===== src/rtl/axi_ni_request_encoder.sv =====
// axi_ni_request_encoder: round-robin AW/AR arbiter that encodes the granted request into a registered NoC header
module axi_ni_request_encoder #(
  parameter int ADDR_WIDTH  = 32,
  parameter int ID_WIDTH    = 4,
  parameter int LEN_WIDTH   = 4,
  parameter int LOCK_WIDTH  = 2,
  parameter int CACHE_WIDTH = 4,
  parameter int PROT_WIDTH  = 3
) (
  input  logic                                       clock,
  input  logic                                       reset,
  input  logic                                       AWVALID,
  output logic                                       AWREADY,
  input  logic [ADDR_WIDTH-1:0]                      AWADDR,
  input  logic [ID_WIDTH-1:0]                        AWID,
  input  logic [LEN_WIDTH-1:0]                       AWLEN,
  input  logic [2:0]                                 AWSIZE,
  input  logic [1:0]                                 AWBURST,
  input  logic [LOCK_WIDTH-1:0]                      AWLOCK,
  input  logic [CACHE_WIDTH-1:0]                     AWCACHE,
  input  logic [PROT_WIDTH-1:0]                      AWPROT,
  input  logic                                       ARVALID,
  output logic                                       ARREADY,
  input  logic [ADDR_WIDTH-1:0]                      ARADDR,
  input  logic [ID_WIDTH-1:0]                        ARID,
  input  logic [LEN_WIDTH-1:0]                       ARLEN,
  input  logic [2:0]                                 ARSIZE,
  input  logic [1:0]                                 ARBURST,
  input  logic [LOCK_WIDTH-1:0]                      ARLOCK,
  input  logic [CACHE_WIDTH-1:0]                     ARCACHE,
  input  logic [PROT_WIDTH-1:0]                      ARPROT,
  output logic                                       hdr_valid,
  input  logic                                       hdr_ready,
  output logic                                       hdr_write,
  output logic [ADDR_WIDTH-1:0]                      hdr_addr,
  output logic [ID_WIDTH-1:0]                        hdr_id,
  output logic [LEN_WIDTH:0]                         hdr_burst_length,
  output logic [1:0]                                 hdr_burst_sequence,
  output logic [2:0]                                 hdr_burst_increment,
  output logic                                       hdr_burst_precise,
  output logic [LOCK_WIDTH+CACHE_WIDTH+PROT_WIDTH-1:0] hdr_attributes,
  output logic                                       hdr_burst_error
);
  localparam int ATTR_WIDTH = LOCK_WIDTH + CACHE_WIDTH + PROT_WIDTH;
  logic last_write, free, grant_write, accept;
  logic [LEN_WIDTH-1:0] len;
  logic [1:0] burst;
  logic [ATTR_WIDTH-1:0] attr;
  always_comb begin
    free = !hdr_valid || hdr_ready;
    grant_write = AWVALID && (!ARVALID || !last_write);
    accept = !reset && free && (AWVALID || ARVALID);
    AWREADY = accept && grant_write;
    ARREADY = accept && !grant_write;
    len = grant_write ? AWLEN : ARLEN;
    burst = grant_write ? AWBURST : ARBURST;
    attr = grant_write ? {AWLOCK, AWCACHE, AWPROT} : {ARLOCK, ARCACHE, ARPROT};
  end
  // A drain and a new accept in the same cycle keep hdr_valid high for back-to-back headers
  always_ff @(posedge clock) begin
    if (reset) begin
      last_write <= 1'b0;
      hdr_valid <= 1'b0;
      hdr_write <= 1'b0;
      hdr_addr <= '0;
      hdr_id <= '0;
      hdr_burst_length <= '0;
      hdr_burst_sequence <= '0;
      hdr_burst_increment <= '0;
      hdr_burst_precise <= 1'b0;
      hdr_attributes <= '0;
      hdr_burst_error <= 1'b0;
    end else if (accept) begin
      last_write <= grant_write;
      hdr_valid <= 1'b1;
      hdr_write <= grant_write;
      hdr_addr <= grant_write ? AWADDR : ARADDR;
      hdr_id <= grant_write ? AWID : ARID;
      hdr_burst_length <= {1'b0, len} + (LEN_WIDTH+1)'(1);
      hdr_burst_sequence <= (burst == 2'd3) ? 2'd0 : burst;
      hdr_burst_increment <= grant_write ? AWSIZE : ARSIZE;
      hdr_burst_precise <= 1'b1;
      hdr_attributes <= attr;
      hdr_burst_error <= burst == 2'd3;
    end else if (hdr_ready) begin
      hdr_valid <= 1'b0;
    end
  end
endmodule


===== config.mk =====
export PLATFORM = sky130hd
export DESIGN_NAME = axi_ni_request_encoder
export DESIGN_NICKNAME = d
export VERILOG_FILES = /design/src/rtl/axi_ni_request_encoder.sv
export SDC_FILE = /design/constraint.sdc
export NUM_CORES = 1
export LEC_CHECK = 0
export CORE_ASPECT_RATIO = 0.9
export CORE_MARGIN = 4
export CORE_UTILIZATION = 36
export DETAILED_ROUTE_END_ITERATION = 8
export GPL_TIMING_DRIVEN = 0
export HOLD_SLACK_MARGIN = 0.1
export PLACE_DENSITY = 0.8
export SLEW_MARGIN = 25
export SYNTH_ARGS = -nofsm -noshare
export SYNTH_HDL_FRONTEND = slang
export SYNTH_SLANG_ARGS = --single-unit

===== constraint.sdc =====
create_clock -name clock -period 2.3 [get_ports clock]
set_input_delay 0.46 -clock clock [delete_from_list [all_inputs] [get_ports clock]]
set_output_delay 0.46 -clock clock [all_outputs]
set_load 0.02 [all_outputs]

==> results by group <==
Status
  • Status: finished clean

Logic synthesis
  • Cell area after synthesis: 2660 µm²
  • Leading area contributor after synthesis: dfxtp_1
  • Ys Warns: 0
  • Syn nets: 393
  • Post-synth EDFFs: 0
  • Synth cell types: 24
  • Post-synth top cells: 59 x dfxtp_1, 52 x nor2_1, 51 x mux2i_1
  • Post-synthesis async set-or-reset flop share: 0%
  • Largest cells by area after synthesis: dfxtp_1 44%, mux2i_1 19%, a211oi_1 14%
  • #FFs+latches synth: 59
  • Sequential area share after synthesis: roughly 44%
  • Post-Syn Instances: 279
  • Yosys top cell area share: between 40% and 50%
  • Syn avg cell area: 9.52 µm²
  • Primary FF master, synth: dfxtp_1
  • Most common cell in the netlist: dfxtp_1

Floorplan
  • Num rows: 29
  • Die Width: ~100 µm
  • Die ar.: approximately 8800 µm²
  • Chip height: roughly 90 µm
  • IO Pins: ~170
  • Core Box Area: 7110 µm²
  • Initial Util: a little under two fifths

Clock tree
  • Clock Latency Late Sink: about 0.32 ns
  • TritonCTS Buffers: 9
  • Hold buffers post-CTS: 0
  • CTS tree: built
  • CTS sink cnt: between 50 and 60
  • H-Tree Depth: 3
  • Worst-path clk slew: about 0.06 ns
  • Root buffer cell: clkbuf_8
  • Clock Tree Buf Depth: 2

Cells and area
  • Final non-filler cell area: ~4700 µm²
  • Synthesis-to-finish area growth: 77.0%
  • Layout cells sized above 1: 7.51%
  • Area of the multi-input gates: roughly 1300 µm²
  • Layout fillers: roughly 620
  • FF+latch area: approximately 1200 µm²
  • Nets@finish: around 580
  • Antenna cells: 0
  • Util after Layout: between 60% and 70%

Power
  • Power, Total: between 0.002 and 0.003 W
  • Clock Power Share: between 30% and 40%
  • Switching Share: around 28%
  • NetSw: 0.000776 W
  • Comb pwr share: roughly 29%
  • Power per Cell Area: about 600 nW/µm²
  • Pleak: roughly 1.9 nW
  • Sequential share of power: roughly 40%
  • IR drop worst, VDD: around 0.32 mV
  • Pint: ~0.0020 W

Route
  • Number of routed nets with antenna violations: 0
  • Total number of vias: approximately 2700
  • Drt first pass iters: 4
  • Initial DRC Count: 37
  • DRC: 0
  • DRT Wirelength: 8.58 mm
  • Vias/cell: slightly below 5
  • Drt wl/cell: 15.3 µm

Critical path
  • Worst path slowest cell: clkdlybuf4s50_1
  • CP Depth: 6
  • CP Capture Point: ARREADY
  • Worst path bufs/invs: 3
  • Reg2reg path depth: 6
  • Worst r2r src: last_write$_SDFFE_PP0P_
  • R2R Setup Slk: 0.61 ns
  • CP Capture Type: output port
  • CP startpoint: hdr_ready
  • Crit start category: primary input
  • Worst-path fanout max: 15
  • CP cell instances: clkdlybuf4s50_1, nor2b_1, or3_1, buf_6, nor2_1, buf_4
  • Critical path class: in -> out
  • CP Data Arrival Time: 1.71 ns
  • Critical Path RT: about 1.8 ns
  • FF-to-FF End: hdr_burst_length[2]$_SDFFE_PP0P_
  • CP top delay family: buffers and inverters
  • Largest stage delay on the critical path: 0.45 ns

Global route
  • Vias in the first global route: ~2800
  • Grt total ovfl: 0
  • First-pass GRT wire length: 13.2 mm
  • Antenna violations before repair: 0
  • Pin count of the biggest net entering global routing: 20
  • GRT Util Overall: 18.9%

STA
  • Fmax: 461 MHz
  • Final period util: 94.2%
  • Final hold vios: 0
  • Slew of the pin with the lowest slew margin: 0.514 ns
  • Max-slew violations: 0
  • Rel. slew slack: approximately 66%
  • RSZ-0062 raised after global routing: false
  • Setup tns final: 0 ns
  • Fin crit period: around 2.2 ns
  • Setup-failing EPs final: 0
  • Clk_skew: just under 0.006 ns

Placed design
  • Placed Area: around 4500 µm²
  • I/O Buffers: 172
  • DPL Wire Length: slightly below 7 mm
  • Final GP Congestion: roughly 0.8

Hold path
  • Hold WC Path Type: in -> reg

Run
  • Max-Cap Viols: 0
## per-layer routing
metal / wire (µm) / track usage [%] / vias to the layer above / part of all wire, %
li1: - / - / 1365 / -
met1: 3430 / 20.6 / 1257 / 40
met2: 4250 / 33.4 / 108 / 50
met3: 813 / 7.57 / 8 / 9.5
met4: 81 / 7.20 / 0 / 0.94
met5: 0 / 0 / - / 0
## cell type report
class / count / share of cell area, %
tap: 93 / 2.48
sequential: 59 / 25.1
multi-input combinational: 192 / 28.4
buffer: 24 / 3.17
clock buffer: 13 / 3.59
clock inverter: 2 / 0.213
inverter: 2 / 0.160
timing repair buffer: 174 / 36.8
## kinds of logic after synthesis
kind of cell	synth area share, %
simple gates	12.3
mux	20.1
flops	44.5
buf+inv	5.65
compound gates	16.1
xor+xnor	0.990
fa+ha+maj	0.471
## through the flow
step / cells / hold WS [ns] / setup slack, ns
6_report: 559 / 0.449 / 0.133
5_1_grt: 559 / 0.462 / 0.0480
4_1_cts: 559 / 0.456 / 0.00154
3_5_place_dp: 544 / 0.447 / -0.660
3_3_place_gp: 544 / 0.443 / -0.652
2_1_floorplan: 279 / 0.530 / 0.283
## power by group through the flow
stage | Clock [W] | Sequential, W | Combinational (W)
2_1_floorplan | 0 | 0.00128 | 0.000261
3_3_place_gp | 0 | 0.00117 | 0.000788
3_5_place_dp | 0 | 0.00117 | 0.000801
4_1_cts | 0.000870 | 0.00115 | 0.000808
5_1_grt | 0.000929 | 0.00116 | 0.000861
6_report | 0.000844 | 0.00115 | 0.000804
## worst min path at each step
stage	startpoint	endpoint	slack, ns	cells past startpoint
after floorplan	hdr_burst_length[4]$_SDFFE_PP0P_	hdr_burst_length[4]$_SDFFE_PP0P_	0.53	2
after global placement	hdr_burst_error$_SDFFE_PP0P_	hdr_burst_error$_SDFFE_PP0P_	0.44	2
after detailed placement	hdr_burst_sequence[0]$_SDFFE_PP0P_	hdr_burst_sequence[0]$_SDFFE_PP0P_	0.45	2
after CTS	hdr_burst_sequence[0]$_SDFFE_PP0P_	hdr_burst_sequence[0]$_SDFFE_PP0P_	0.46	2
after global routing	AWVALID	hdr_valid$_SDFFE_PP0P_	0.46	3
final	AWVALID	hdr_valid$_SDFFE_PP0P_	0.45	3
## worst reg2reg max path, stage by stage, from the launching register on
cell,delay [ns]
dfxtp_1,0.35
a21boi_4,0.18
buf_12,0.19
mux2_2,0.37
ha_1,0.22
xor2_1,0.17
o21ai_0,0.14
## flip-flops by register name, indices dropped and copies added, names as in the netlist
register             cells
hdr_burst_increment      3
hdr_burst_precise        1
last_write               1
hdr_burst_sequence       2
hdr_id                   4
hdr_attributes           9
hdr_addr                32
hdr_burst_length         5
hdr_burst_error          1
hdr_valid                1
## repair_timing
| item | 4_1_cts | 5_1_grt |
|---|---|---|
| endpoints found under the setup margin | 3 | 2 |
| resized for setup | 13 | 6 |
| setup buffers | 2 | 0 |
| pin swaps | 0 | 1 |
## placed cells by master, fill, tap and decap left out, types with 2 or more instances in the layout
cell type        instances
clkdlybuf4s50_1        168
dfxtp_1                 59
nor2_1                  52
mux2i_1                 51
a211oi_1                48
clkbuf_1                12
clkbuf_8                12
nand2_1                  9
buf_2                    7
nand3b_1                 6
a21oi_1                  5
buf_4                    4
buf_6                    4
or3_1                    3
xor2_1                   3
o21ai_0                  3
mux2_2                   2
inv_1                    2
nand3_1                  2
o211ai_1                 2
clkinv_2                 2
(Power assumes the default switching activity.)
